<file path="src/rtl/id_ex_stage.sv">
// ID/EX issue register: MIPS ALU decode, immediate select, operand forwarding,
// one-entry valid/ready holding stage in front of the execute ALU.
module id_ex_stage #(
  parameter int W    = 32,
  parameter int RIDX = 5
) (
  input  logic            clk,
  input  logic            rst_n,
  input  logic            in_valid,
  output logic            in_ready,
  input  logic [5:0]      opcode,
  input  logic [5:0]      funct,
  input  logic [15:0]     imm16,
  input  logic [RIDX-1:0] rs_idx,
  input  logic [RIDX-1:0] rt_idx,
  input  logic [RIDX-1:0] rd_idx,
  input  logic [W-1:0]    rs_val,
  input  logic [W-1:0]    rt_val,
  input  logic            exmem_wen,
  input  logic [RIDX-1:0] exmem_idx,
  input  logic [W-1:0]    exmem_val,
  input  logic            memwb_wen,
  input  logic [RIDX-1:0] memwb_idx,
  input  logic [W-1:0]    memwb_val,
  input  logic            flush,
  output logic            out_valid,
  input  logic            out_ready,
  output logic [W-1:0]    alu_a,
  output logic [W-1:0]    alu_b,
  output logic [3:0]      alu_ctrl,
  output logic [RIDX-1:0] dst_idx,
  output logic            dst_wen,
  output logic            ovf_trap_en,
  output logic            illegal
);

  logic            valid_q;
  logic [W-1:0]    a_q, b_q;
  logic [3:0]      ctrl_q;
  logic [RIDX-1:0] dst_q;
  logic            wen_q, ovf_q, ill_q;

  logic [W-1:0]    a_d, b_d, imm_ext;
  logic [3:0]      ctrl_d;
  logic [RIDX-1:0] dst_d;
  logic            wen_d, ovf_d, ill_d;
  logic            use_imm, sext;
  logic            cap;

  function automatic logic [W-1:0] fwd(
    input logic [RIDX-1:0] idx,
    input logic [W-1:0]    rf,
    input logic            xw,
    input logic [RIDX-1:0] xi,
    input logic [W-1:0]    xv,
    input logic            mw,
    input logic [RIDX-1:0] mi,
    input logic [W-1:0]    mv
  );
    logic [W-1:0] r;
    r = rf;
    if (idx != '0 && xw && xi == idx)
      r = xv;
    else if (idx != '0 && mw && mi == idx)
      r = mv;
    return r;
  endfunction

  always_comb begin
    ctrl_d  = 4'b1111;
    ill_d   = 1'b1;
    ovf_d   = 1'b0;
    use_imm = 1'b0;
    sext    = 1'b0;
    unique case (opcode)
      6'h00: begin
        ill_d = 1'b0;
        unique case (funct)
          6'h21:   ctrl_d = 4'b0000;
          6'h20: begin
            ctrl_d = 4'b0001;
            ovf_d  = 1'b1;
          end
          6'h24:   ctrl_d = 4'b0010;
          6'h25:   ctrl_d = 4'b0011;
          6'h27:   ctrl_d = 4'b0101;
          6'h26:   ctrl_d = 4'b0110;
          6'h23:   ctrl_d = 4'b1000;
          6'h22: begin
            ctrl_d = 4'b1001;
            ovf_d  = 1'b1;
          end
          6'h2B:   ctrl_d = 4'b1010;
          6'h2A:   ctrl_d = 4'b1011;
          default: ill_d  = 1'b1;
        endcase
      end
      6'h08: begin
        {ill_d, use_imm, sext} = 3'b011;
        ctrl_d = 4'b0001;
        ovf_d  = 1'b1;
      end
      6'h09: begin
        {ill_d, use_imm, sext} = 3'b011;
        ctrl_d = 4'b0000;
      end
      6'h0C: begin
        {ill_d, use_imm, sext} = 3'b010;
        ctrl_d = 4'b0010;
      end
      6'h0D: begin
        {ill_d, use_imm, sext} = 3'b010;
        ctrl_d = 4'b0011;
      end
      6'h0E: begin
        {ill_d, use_imm, sext} = 3'b010;
        ctrl_d = 4'b0110;
      end
      6'h0A: begin
        {ill_d, use_imm, sext} = 3'b011;
        ctrl_d = 4'b1011;
      end
      6'h0B: begin
        {ill_d, use_imm, sext} = 3'b011;
        ctrl_d = 4'b1010;
      end
      default: ;
    endcase
    // an unlisted R-type funct must not leave a partial decode behind
    if (ill_d) begin
      ctrl_d = 4'b1111;
      ovf_d  = 1'b0;
    end
  end

  always_comb begin
    imm_ext = sext ? {{(W-16){imm16[15]}}, imm16}
                   : {{(W-16){1'b0}}, imm16};
    a_d = fwd(rs_idx, rs_val,
              exmem_wen, exmem_idx, exmem_val,
              memwb_wen, memwb_idx, memwb_val);
    b_d = use_imm ? imm_ext
                  : fwd(rt_idx, rt_val,
                        exmem_wen, exmem_idx, exmem_val,
                        memwb_wen, memwb_idx, memwb_val);
    dst_d = use_imm ? rt_idx : rd_idx;
    wen_d = !ill_d && (dst_d != '0);
  end

  assign in_ready = !valid_q || out_ready;
  assign cap      = in_valid && in_ready && !flush;

  always_ff @(posedge clk or negedge rst_n) begin
    if (!rst_n) begin
      valid_q <= 1'b0;
      a_q     <= '0;
      b_q     <= '0;
      ctrl_q  <= '0;
      dst_q   <= '0;
      wen_q   <= 1'b0;
      ovf_q   <= 1'b0;
      ill_q   <= 1'b0;
    end else if (cap) begin
      valid_q <= 1'b1;
      a_q     <= a_d;
      b_q     <= b_d;
      ctrl_q  <= ctrl_d;
      dst_q   <= dst_d;
      wen_q   <= wen_d;
      ovf_q   <= ovf_d;
      ill_q   <= ill_d;
    end else if (flush || out_ready) begin
      valid_q <= 1'b0;
    end
  end

  assign out_valid   = valid_q;
  assign alu_a       = a_q;
  assign alu_b       = b_q;
  assign alu_ctrl    = ctrl_q;
  assign dst_idx     = dst_q;
  assign dst_wen     = wen_q;
  assign ovf_trap_en = ovf_q;
  assign illegal     = ill_q;

endmodule

</file>
<file path="config.mk">
export PLATFORM = sky130hd
export DESIGN_NAME = id_ex_stage
export DESIGN_NICKNAME = d
export VERILOG_FILES = /design/src/rtl/id_ex_stage.sv
export SDC_FILE = /design/constraint.sdc
export NUM_CORES = 1
export LEC_CHECK = 0
export BUFFER_PORTS_ARGS = -buffer_cell sky130_fd_sc_hd__buf_2
export CORE_UTILIZATION = 45
export CTS_CLUSTER_DIAMETER = 30
export DETAILED_ROUTE_END_ITERATION = 10
export GPL_ROUTABILITY_DRIVEN = 0
export HOLD_SLACK_MARGIN = 0.08
export PLACE_DENSITY = 0.82
export RECOVER_POWER = 25
export SLEW_MARGIN = 10
export SYNTH_ARGS = -nofsm -noshare
export SYNTH_HDL_FRONTEND = slang
export SYNTH_SLANG_ARGS = --single-unit
</file>
<file path="constraint.sdc">
create_clock -name clk -period 2.5 [get_ports clk]
set_input_delay 0.25 -clock clk [delete_from_list [all_inputs] [get_ports clk]]
set_output_delay 0.25 -clock clk [all_outputs]
set_load 0.01 [all_outputs]
</file>
==> implementation parameters, run 1 <==
Parameter                              Value

Synth
  Portion of netlist area occupied by mux cells    about 14%
  FF+latch count, synth    77
  Sequential-to-total area share from yosys stat    42.1%
  Synth Area per Inst    9.40 um2
  Top area cells in the synthesized netlist    sky130_fd_sc_hd__dfrtp_1, sky130_fd_sc_hd__mux2i_1, sky130_fd_sc_hd__a221oi_1
  Post-synthesis cell count    487
  Area share of and/or/nand/nor cells after synthesis    16.1%
  Synth Area in Compound Gates    20.9%
  Fraction of synthesized cell area taken by the top area cell type    42.1%
  Largest area contributor in the netlist    sky130_fd_sc_hd__dfrtp_1
  Synthesized netlist net count    675
  Netlist area before placement    approximately 4600 um2
  Post-synthesis share of cell area spent on full adders, half adders and majority gates    0%
  Dominant combinational cell family by area after synthesis    compound AO/OA/AOI/OAI gates
  Number of unique standard cell types used by synthesis    40
  Number of warning messages in the yosys log    0
  Parity-gate share of the synthesized area counting xor and xnor cells    3.25%

Finish
  Final instance area    ~6300 um2
  Final std cells w/o fill    881
  Total number of nets in the final design    between 900 and 1000
  Antenna diode count    0
  Relative area change from synthesis to final layout    37.6%
  Proportion of layout cells with a drive suffix above 1    a little over 40%

Clock tree
  Clock-pin slew of the registers on the worst-case setup and hold paths    80 ps
  Clk Tree Root Cell    sky130_fd_sc_hd__clkbuf_8
  Number of buffers inserted to repair setup after CTS    0
  Clock buffer depth    2
  CTS Buf Count    9
  Post-cts gate resize count    0
  Number of H-tree levels    3
  Sink count of the clock tree    77
  Clock insertion delay at the later pin of the skew report    about 350 ps
  CTS tree    done

STA
  Setup TNS    0 ps
  Number of slew-limit violations in the final report    78
  Setup violations, final    0
  FMAX    a little under 0.5 GHz
  Final critical delay including setup and external delays    2040 ps
  RSZ-0062 raised after global routing    no
  Worst setup margin    461 ps
  Fraction of the cycle the final worst path needs    81.6%
  Count of final hold-check violations    0
  Slew margin rel.    -31.1%
  Slew at the pin with the worst max-slew slack    1970 ps
  Fin Clk Skew    5.95 ps

Die
  Total Die Area    about 11000 um2
  Starting density of the core    46.6%
  Core Footprint    9820 um2
  Die Wd    103 um
  Count of standard-cell rows    36
  Vert. Die Dim    around 100 um
  Number of I/O pins    about 270

Global routing
  Remaining global-route overflow    0
  Maximum number of pins on one net before global-route repair    78
  Antenna violations before repair    0
  Global-route wire length before repair    24200 um
  Vias in the first global route    approximately 5000
  Global router's overall resource usage    roughly 30%

Min path
  Class of the tightest hold or removal check    in -> reg
  Hold path start    exmem_val[30]

Routing
  Total wirelength of the detailed-routed design    16200 um
  Via count    5191
  Routed length per placed instance    approximately 18 um
  Number of detailed-routing iterations run before antenna repair    5
  Avg Vias per Cell    around 6
  Drc violations    0
  Iteration-0 DRC count of the detailed router    197
  Antenna viol nets, final    0

Outcome
  Failing checks    max-capacitance violations, max-slew violations
  Outcome    complete, but fails checks

Power and ir drop
  Leakage power summed over all cells    2.77 nW
  Power, Total    3.46 mW
  Max IR drop VDD    between 0.0002 and 0.0003 V
  Total power divided by cell area    550 nW/um2

Critical path
  Critical Setup Path Class    in -> reg
  Data required time at the worst endpoint    2720 ps
  Sort of element at the start of the critical path    input port
  Critical register-to-register path startpoint    out_valid
  Largest fanout on the critical path    19
  Launch point of the worst path    rs_idx[1]
  Kind of end point of the critical path    flop
  Arrival @ worst endpoint    2260 ps

Place
  Count of buffers from port buffering    265
  Number of placed cells counting well taps    roughly 860
  Post-Place Setup Slack    89.6 ps
  HPWL reported at the end of detailed placement    12000 um
  Placed standard-cell area    6100 um2

Run
  Number of maximum-capacitance violations    1
==> worst max-delay path, cell delays in order <==
cell	delay (ps)
sky130_fd_sc_hd__buf_2	130
sky130_fd_sc_hd__xnor2_1	160
sky130_fd_sc_hd__nand3_1	140
sky130_fd_sc_hd__a211oi_4	910
sky130_fd_sc_hd__buf_12	280
sky130_fd_sc_hd__mux2i_1	240
sky130_fd_sc_hd__o211ai_1	120
==> per-layer routing <==
metal | GRT usage [%] | part of all wire [%]
met1 | 36.6 | 39
met3 | 5.02 | 7.9
met5 | 0 | 0
met2 | 51.9 | 51
met4 | 15.3 | 2.3
==> area by class of cell <==
| class | instances | area (um2) |
|---|---|---|
| fill | 850 | 3520 |
| inverter | 2 | 7.51 |
| sequential | 77 | 1930 |
| tap | 133 | 166 |
| clock buffer | 11 | 151 |
| clock inverter | 5 | 33.8 |
| multi-input combinational | 370 | 2530 |
| timing repair buffer | 283 | 1480 |
==> kinds of logic after synthesis <==
group	after synthesis
mux	64
simple gates	163
buf+inv	40
compound gates	126
xor+xnor	17
flops	77
==> cells in the mapped netlist <==
cell                        n
sky130_fd_sc_hd__dfrtp_1   77
sky130_fd_sc_hd__mux2i_1   64
sky130_fd_sc_hd__nand2_1   57
sky130_fd_sc_hd__nor2_1    48
sky130_fd_sc_hd__nand3_1   37
sky130_fd_sc_hd__a221oi_1  32
sky130_fd_sc_hd__o211ai_1  32
sky130_fd_sc_hd__clkbuf_1  27
sky130_fd_sc_hd__o31ai_1   18
sky130_fd_sc_hd__o22ai_1   17
sky130_fd_sc_hd__xnor2_1   17
sky130_fd_sc_hd__a21oi_1    6
sky130_fd_sc_hd__a31oi_1    6
sky130_fd_sc_hd__buf_2      6
sky130_fd_sc_hd__buf_1      4
sky130_fd_sc_hd__a211oi_1   3
sky130_fd_sc_hd__nand2b_1   3
sky130_fd_sc_hd__nor3_1     3
sky130_fd_sc_hd__nor3b_1    3
sky130_fd_sc_hd__a211oi_2   2
sky130_fd_sc_hd__inv_1      2
sky130_fd_sc_hd__nand3b_1   2
sky130_fd_sc_hd__o21ai_1    2
sky130_fd_sc_hd__o32a_1     2
sky130_fd_sc_hd__or4_1      2
sky130_fd_sc_hd__and2_1     1
sky130_fd_sc_hd__and4b_1    1
sky130_fd_sc_hd__buf_6      1
sky130_fd_sc_hd__nand4_1    1
sky130_fd_sc_hd__nor2b_1    1
sky130_fd_sc_hd__nor4_2     1
sky130_fd_sc_hd__o211ai_2   1
sky130_fd_sc_hd__o21a_1     1
sky130_fd_sc_hd__o21ai_0    1
sky130_fd_sc_hd__o21ai_2    1
sky130_fd_sc_hd__o22a_1     1
sky130_fd_sc_hd__o41ai_1    1
sky130_fd_sc_hd__or2_1      1
sky130_fd_sc_hd__or3_4      1
sky130_fd_sc_hd__or4_4      1
==> state kept, by name, indices dropped and copies added, names as in the netlist <==
| name | flops |
|---|---|
| alu_a | 32 |
| alu_b | 32 |
| dst_idx | 5 |
| alu_ctrl | 4 |
| dst_wen | 1 |
| illegal | 1 |
| out_valid | 1 |
| ovf_trap_en | 1 |
==> timing repair <==
action | 4_1_cts | 5_1_grt
endpoints found under the hold margin | 1 | 0
hold buffers | 1 | 0
setup endpoints to repair | 0 | 0
==> cells in the final DEF (no fill, tap or decap), drive strengths merged, types with 6 or more instances in the layout <==
cell type	count
buf	281
dfrtp	77
mux2i	64
nand2	57
nor2	48
nand3	37
o211ai	33
a221oi	32
o31ai	18
xnor2	17
o22ai	17
clkbuf	12
a21oi	6
a31oi	6
==> path summary, 6_finish.rpt <==
kind | cells past startpoint | end | slack (ps)
hold / removal | 3 | alu_b[30] | 150
min in group asynchronous | 1 | alu_a[4] | 430
setup reg to reg | 5 | alu_b[10] | 550
hold reg to reg | 2 | alu_a[2] | 500
max in group asynchronous | 1 | alu_ctrl[1] | 900
setup / recovery | 7 | alu_a[9] | 460
==> power breakdown <==
group / switching, mW / total (mW) / internal (mW)
Combinational: 0.548 / 1.00 / 0.455
Clock: 0.484 / 0.899 / 0.415
Sequential: 0.125 / 1.56 / 1.44
Total: 1.16 / 3.46 / 2.31
==> through the flow <==
| step | util, % | hold slack, ps |
|---|---|---|
| final | 64.1 | 152 |
| after global routing | 64.1 | 136 |
| after CTS | 64.2 | 87.3 |
| after detailed placement | 62.2 | 453 |
| after global placement | 62.2 | 439 |
| after floorplan | - | -45.6 |
No activity file was read; power rests on OpenSTA's default activity.
==> inputs of run 2 (changes only) <==
--- a/config.mk
+++ b/config.mk
@@ -5,13 +5,14 @@
 export SDC_FILE = /design/constraint.sdc
 export NUM_CORES = 1
 export LEC_CHECK = 0
+export ABC_AREA = 1
 export BUFFER_PORTS_ARGS = -buffer_cell sky130_fd_sc_hd__buf_2
-export CORE_UTILIZATION = 45
+export CORE_UTILIZATION = 43
 export CTS_CLUSTER_DIAMETER = 30
 export DETAILED_ROUTE_END_ITERATION = 10
 export GPL_ROUTABILITY_DRIVEN = 0
 export HOLD_SLACK_MARGIN = 0.08
-export PLACE_DENSITY = 0.82
+export PLACE_DENSITY = 0.78
 export RECOVER_POWER = 25
 export SLEW_MARGIN = 10
 export SYNTH_ARGS = -nofsm -noshare
==> constraint.sdc (replaced) <==
create_clock -name clk -period 1.82 [get_ports clk]
set_input_delay 0.182 -clock clk [delete_from_list [all_inputs] [get_ports clk]]
set_output_delay 0.182 -clock clk [all_outputs]
set_load 0.01 [all_outputs]
==> run 2 against run 1 <==
Compared with the run above:
- clock skew decreased by 1.3 ps
- clock power increased by 82%
- critical path type unchanged
- the flow now finishes without violations
- non-clock buffer count increased by 18
==> implementation parameters, run 2 <==
Parameter                              Value

Synth
  Post-synth EDFFs    0 (unchanged)
  Post-synth ARST share    100% (unchanged)
  Netlist area before placement    5720 um2 (+25%)
  FF+latch count, synth    77 (unchanged)
  Most frequently used flop master after synthesis    sky130_fd_sc_hd__dfrtp_1
  Sequential-to-total area share from yosys stat    33.7% (-8.4 points)
  Fraction of synthesized cell area taken by the top area cell type    33.7% (-8.4 points)
  Most frequently used cell type in the post-synthesis netlist    sky130_fd_sc_hd__nand2_1
  Largest area contributor in the netlist    sky130_fd_sc_hd__dfrtp_1
  Synth Area per Inst    6.10 um2 (-35%)
  Top area cells in the synthesized netlist    sky130_fd_sc_hd__dfrtp_1, sky130_fd_sc_hd__nand2_1, sky130_fd_sc_hd__nand3_1
  Number of warning messages in the yosys log    0 (unchanged)
  Number of unique standard cell types used by synthesis    33 (-18%)
  Post-synth top cells    sky130_fd_sc_hd__nand2_1, sky130_fd_sc_hd__nand3_1, sky130_fd_sc_hd__inv_1
  Post-synthesis cell count    938 (+93%)
  Synthesized netlist net count    1126 (+67%)

Die
  Die Wd    117 um (+14%)
  Core Footprint    12800 um2 (+30%)
  Number of I/O pins    266 (unchanged)
  Count of standard-cell rows    41 (+14%)
  Total Die Area    13800 um2 (+30%)
  Starting density of the core    44.8% (-1.8 points)
  Vert. Die Dim    117 um (+14%)

Critical path
  Largest fanout on the critical path    29 (+10)
  Reg2Reg Capture Point    alu_a[17]
  End point of the critical path    alu_a[17]
  Worst R2R Setup Slack    320 ps (-230 ps)
  Cell type of the slowest stage on the worst timing path    sky130_fd_sc_hd__dlygate4sd3_1
  Sort of element at the start of the critical path    input port
  Count of buffer and inverter cells on the critical path    5 (+3)
  Cells along the critical path    dlygate4sd3_1 -> buf_2 -> nor3_4 -> inv_2 -> buf_4 -> buf_4 -> nand2_1 -> nand2_1
  Critical register-to-register path startpoint    out_valid
  Worst reg2reg path depth    8 (+3)
  Kind of end point of the critical path    flop
  Launch point of the worst path    flush
  Crit-path leading delay family    buffers and inverters
  Critical Setup Path Class    in -> reg
  Stages on the worst setup path    8 (+1)
  Arrival @ worst endpoint    1810 ps (-450 ps)
  Data required time at the worst endpoint    2050 ps (-670 ps)
  Biggest cell delay along the critical path    530 ps (-380 ps)

Power and ir drop
  Internal power    3.60 mW (+56%)
  Total power divided by cell area    717 nW/um2 (+30%)
  Comb pwr share    30.8% (+1.8 points)
  Power, Total    5.47 mW (+58%)
  Switching Fraction    34.3% (+0.90 points)
  Clk network pwr share    30.0% (+4.1 points)
  Sequential share of power    39.3% (-5.8 points)
  Leakage power summed over all cells    4.53 nW (+64%)
  Switching power total    1.88 mW (+62%)
  Max IR drop VDD    0.000405 V (+36%)

Finish
  Relative area change from synthesis to final layout    33.5%
  Proportion of layout cells with a drive suffix above 1    27.5% (-14 points)
  Most common cell after layout, fill and taps aside    sky130_fd_sc_hd__nand2_1
  Top library cells by usage in the layout, fill and taps aside    sky130_fd_sc_hd__nand2_1, sky130_fd_sc_hd__buf_2, sky130_fd_sc_hd__nand3_1
  Storage element area    1930 um2 (unchanged)
  Fillers    1271 (+50%)
  Total number of nets in the final design    1383 (+49%)
  Area of combinational cells with multiple inputs    3060 um2 (+21%)

Clock tree
  Sink count of the clock tree    77 (unchanged)
  Number of buffers inserted to repair setup after CTS    0 (unchanged)
  Clock buffer depth    2 (unchanged)
  CTS Buf Count    9 (unchanged)
  Post-cts gate resize count    0 (unchanged)
  Clk Tree Root Cell    sky130_fd_sc_hd__clkbuf_16
  CTS tree    done
  Clock-pin slew of the registers on the worst-case setup and hold paths    60 ps (-20 ps)
  Number of H-tree levels    3 (unchanged)
  Clock insertion delay at the later pin of the skew report    340 ps (about the same)

STA
  Slew at the pin with the worst max-slew slack    741 ps (-1230 ps)
  Fraction of the cycle the final worst path needs    87.1%
  Fin Clk Skew    4.66 ps (-1.30 ps)
  Slew margin rel.    50.6% (+82 points)
  Setup violations, final    0 (unchanged)
  Final critical delay including setup and external delays    ~1600 ps
  Count of final hold-check violations    0 (unchanged)
  FMAX    between 0.6 and 0.7 GHz
  RSZ-0062 raised after global routing    no
  Setup TNS    0 ps (unchanged)
  Number of slew-limit violations in the final report    0 (-100%)

Global routing
  Antenna violations before repair    1 (+1)
  Maximum number of pins on one net before global-route repair    38 (-51%)
  Vias in the first global route    6833 (+37%)
  Global-route wire length before repair    34100 um (+41%)
  Global router's overall resource usage    31.3% (+1.1 points)
  Remaining global-route overflow    0 (unchanged)

Routing
  Avg Vias per Cell    5.25 (-11%)
  Iteration-0 DRC count of the detailed router    580 (+190%)
  Routed length per placed instance    15.7 um (-15%)
  Number of detailed-routing iterations run before antenna repair    5 (unchanged)
  Total wirelength of the detailed-routed design    21500 um (+33%)
  Drc violations    0 (unchanged)
  Antenna viol nets, final    0 (unchanged)
  Via count    7190 (+39%)

Min path
  Class of the tightest hold or removal check    in -> reg
  Hold path start    rs_val[1]

Place
  HPWL reported at the end of detailed placement    15500 um (+29%)
  Count of buffers from port buffering    265 (unchanged)

Run
  Number of maximum-capacitance violations    0 (-1)

Outcome
  Outcome    complete, no violations
==> run 2: repair_timing <==
item / CTS / global route
hold buffers: 2 / 0
hold endpoints to repair: 27 / 0
endpoints found under the setup margin: 0 / 0
==> run 2: power groups by stage <==
stage	registers, mW	clock network, mW	logic, mW
6_report	2.15	1.64	1.68
5_1_grt	2.18	1.73	1.86
4_1_cts	2.15	1.67	1.69
3_5_place_dp	2.17	0	1.68
3_3_place_gp	2.17	0	1.65
2_1_floorplan	2.29	0	0.721
==> run 2: tightest hold or removal path: cells and delay by family <==
| kind | cells | cell delay [ps] |
|---|---|---|
| buf+inv | 1 | 80 |
| simple gates | 4 | 180 |
==> run 2: logic make-up after synthesis <==
group,synth area share (%)
and+or+nand+nor,45.0
buffers and inverters,13.5
DFF,33.7
AOI/OAI and AO/OA,6.67
xor gates and xnor gates,1.07
==> run 2: metrics by stage <==
step | cell area (um2) | instances | setup WS, ps | hold WS, ps | util (%)
2_1_floorplan | 5720 | 938 | 358 | -114 | -
3_3_place_gp | 7370 | 1354 | 106 | 143 | 57.7
3_5_place_dp | 7370 | 1354 | 115 | 136 | 57.7
4_1_cts | 7650 | 1369 | 244 | 128 | 59.9
5_1_grt | 7630 | 1370 | 138 | 134 | 59.8
6_report | 7630 | 1370 | 235 | 138 | 59.8
==> run 2: metal layers <==
layer	global-route usage (%)	wire, um
met5	0	0
met4	13.9	592
met3	4.67	1790
met2	51.3	10000
met1	40.7	9110
==> run 2: cell type report <==
class / count / share of cell area [%]
clock inverter: 2 / 0.164
antenna: 1 / 0.0328
inverter: 133 / 6.54
sequential: 77 / 25.2
clock buffer: 11 / 3.18
multi-input combinational: 673 / 40.1
tap: 172 / 2.82
timing repair buffer: 301 / 21.9
==> run 2: worst min-delay path by stage <==
stage,to,slack [ps],cells past startpoint
after floorplan,alu_a[0],-110,0
after CTS,alu_b[8],130,3
after detailed placement,alu_a[18],140,1
final,alu_a[1],140,5
after global placement,alu_a[18],140,1
after global routing,alu_b[8],130,3
==> inputs of run 3 (changes only) <==
--- a/config.mk
+++ b/config.mk
@@ -6,13 +6,14 @@
 export NUM_CORES = 1
 export LEC_CHECK = 0
 export ABC_AREA = 1
+export ABC_CLOCK_PERIOD_IN_PS = 1820
 export BUFFER_PORTS_ARGS = -buffer_cell sky130_fd_sc_hd__buf_2
 export CORE_UTILIZATION = 43
 export CTS_CLUSTER_DIAMETER = 30
 export DETAILED_ROUTE_END_ITERATION = 10
 export GPL_ROUTABILITY_DRIVEN = 0
 export HOLD_SLACK_MARGIN = 0.08
-export PLACE_DENSITY = 0.78
+export PLACE_DENSITY = 0.79
 export RECOVER_POWER = 25
 export SLEW_MARGIN = 10
 export SYNTH_ARGS = -nofsm -noshare
==> run 3 against run 2 <==
Compared with the run above:
- clock power up 5%
- global-route usage down 0.073 points
- first-iteration DRC count up 12%
- sequential cell count unchanged
- routed wire length down 0.91%
- combinational power about the same
- largest power group unchanged
==> implementation parameters, run 3 (synthesized netlist as in run 2, its figures left out) <==
Parameter                              Value

Outcome
  Outcome    complete, no violations

Place
  HPWL reported at the end of detailed placement    15400 um (-0.25%)
  Number of placed cells counting well taps    1353 (-0.074%)
  Count of buffers from port buffering    265 (unchanged)

Die
  Total Die Area    13800 um2 (unchanged)
  Die Wd    117 um (unchanged)
  Vert. Die Dim    117 um (unchanged)
  Number of I/O pins    266 (unchanged)
  Starting density of the core    44.8% (unchanged)
  Count of standard-cell rows    41 (unchanged)
  Core Footprint    12800 um2 (unchanged)

Min path
  Number of instances on the worst hold path    3 (-2)
  Class of the tightest hold or removal check    in -> reg

Clock tree
  CTS Buf Count    9 (unchanged)
  Number of H-tree levels    3 (unchanged)
  Clock-pin slew of the registers on the worst-case setup and hold paths    60 ps (about the same)
  CTS tree    done
  Clock buffer depth    2 (unchanged)
  Clock insertion delay at the later pin of the skew report    340 ps (about the same)
  Post-cts gate resize count    0 (unchanged)
  Sink count of the clock tree    77 (unchanged)
  Clk Tree Root Cell    sky130_fd_sc_hd__clkbuf_16

STA
  FMAX    0.633 GHz (+0.30%)
  Setup violations, final    0 (unchanged)
  Fin Clk Skew    5.67 ps (+1.02 ps)
  Count of final hold-check violations    0 (unchanged)
  RSZ-0062 raised after global routing    no
  Setup TNS    0 ps (unchanged)
  Slew margin rel.    43.4% (-7.2 points)
  Slew at the pin with the worst max-slew slack    849 ps (+107 ps)
  Final critical delay including setup and external delays    1580 ps (-4.76 ps)
  Number of slew-limit violations in the final report    0 (unchanged)
  Fraction of the cycle the final worst path needs    86.8% (-0.26 points)

Finish
  Proportion of layout cells with a drive suffix above 1    26.7% (-0.78 points)
  Fillers    1294 (+1.8%)
  Area of combinational cells with multiple inputs    3060 um2 (unchanged)
  Total number of nets in the final design    1385 (+0.14%)
  Relative area change from synthesis to final layout    34.1%
  Antenna diode count    0 (-1)
  Final std cells w/o fill    1374 (+0.29%)
  Most common cell after layout, fill and taps aside    sky130_fd_sc_hd__nand2_1
  Storage element area    1930 um2 (unchanged)
  Top library cells by usage in the layout, fill and taps aside    sky130_fd_sc_hd__nand2_1, sky130_fd_sc_hd__buf_2, sky130_fd_sc_hd__nand3_1

Global routing
  Global router's overall resource usage    31.2% (-0.073 points)
  Maximum number of pins on one net before global-route repair    47 (+24%)
  Vias in the first global route    6926 (+1.4%)
  Global-route wire length before repair    34200 um (about the same)
  Remaining global-route overflow    0 (unchanged)
  Antenna violations before repair    0 (-1)

Power and ir drop
  Clk network pwr share    31.1% (+1.1 points)
  Max IR drop VDD    0.000397 V (-1.9%)
  Total power divided by cell area    724 nW/um2 (+0.90%)
  Internal power    3.65 mW (+1.6%)
  Comb pwr share    30.1% (-0.7 points)
  Switching power total    1.89 mW (+0.85%)
  Leakage power summed over all cells    4.54 nW (+0.22%)
  Switching Fraction    34.1% (-0.17 points)
  Sequential share of power    38.8% (-0.5 points)

Critical path
  Kind of end point of the critical path    flop
  Worst reg2reg path depth    7 (-1)
  Critical Setup Path Class    in -> reg
  Sort of element at the start of the critical path    input port
  Data required time at the worst endpoint    2040 ps (about the same)
  Largest fanout on the critical path    35 (+21%)
  Arrival @ worst endpoint    1800 ps (about the same)

Routing
  Total wirelength of the detailed-routed design    21300 um (-0.91%)
  Iteration-0 DRC count of the detailed router    649 (+12%)
  Number of detailed-routing iterations run before antenna repair    5 (unchanged)
  Via count    7164 (-0.36%)
  Drc violations    0 (unchanged)
  Avg Vias per Cell    5.21 (-0.65%)
  Antenna viol nets, final    0 (unchanged)
  Routed length per placed instance    15.5 um (-1.2%)

Run
  Number of maximum-capacitance violations    0 (unchanged)
run 3: power groups by stage:
| stage | Clock (mW) | Sequential [mW] | Combinational [mW] |
|---|---|---|---|
| after floorplan | 0 | 2.29 | 0.721 |
| after global placement | 0 | 2.17 | 1.65 |
| after detailed placement | 0 | 2.17 | 1.67 |
| after CTS | 1.74 | 2.15 | 1.68 |
| after global routing | 1.82 | 2.18 | 1.85 |
| final | 1.73 | 2.15 | 1.67 |
run 3: worst paths after layout:
kind | startpoint | endpoint | slack [ps]
max | flush | alu_b[13] | 240
max in group asynchronous | rst_n | alu_b[1] | 400
min | imm16[10] | alu_b[10] | 130
min reg2reg | alu_a[24] | alu_a[24] | 470
max reg2reg | out_valid | alu_b[13] | 340
min in group asynchronous | rst_n | alu_a[14] | 480
run 3: critical path: stages:
cell and delay [ps]:
sky130_fd_sc_hd__dlygate4sd3_1 540, sky130_fd_sc_hd__buf_2 150, sky130_fd_sc_hd__nor3_4 310, sky130_fd_sc_hd__inv_2 80, sky130_fd_sc_hd__buf_4 280, sky130_fd_sc_hd__a21oi_1 170
sky130_fd_sc_hd__a21oi_1 90
run 3: through the flow:
| stage | instance area (um2) | util (%) | total power [mW] | worst slack, ps | hold slack (ps) |
|---|---|---|---|---|---|
| global route | 7670 | 60.0 | 5.85 | 139 | 147 |
| detailed placement | 7380 | 57.8 | 3.85 | 93.3 | 161 |
| CTS | 7670 | 60.1 | 5.57 | 128 | 126 |
| finish | 7670 | 60.0 | 5.55 | 240 | 130 |
| floorplan | 5720 | - | 3.01 | 358 | -114 |
| global placement | 7380 | 57.8 | 3.83 | 134 | 156 |
run 3: layout make-up:
cell class,instances,area share [%]
clock buffers,15,3.49
clock inverters,1,0.0653
inverters,133,6.51
multi-input cells,673,39.9
flip-flops and latches,77,25.1
well taps,172,2.81
repair buffers,303,22.1
run 3: routing by layer:
| metal | routed length, um | vias up | global-route usage (%) |
|---|---|---|---|
| met5 | 0 | - | 0 |
| met4 | 599 | 0 | 13.2 |
| met3 | 1980 | 53 | 5.06 |
| met2 | 9820 | 430 | 51.1 |
| met1 | 8920 | 3212 | 40.5 |
| li1 | - | 3469 | - |
run 3: repair_timing:
item | CTS | global route
endpoints found under the setup margin | 0 | 2
setup buffers | 0 | 3
endpoints found under the hold margin | 32 | 0
hold buffers | 2 | 0
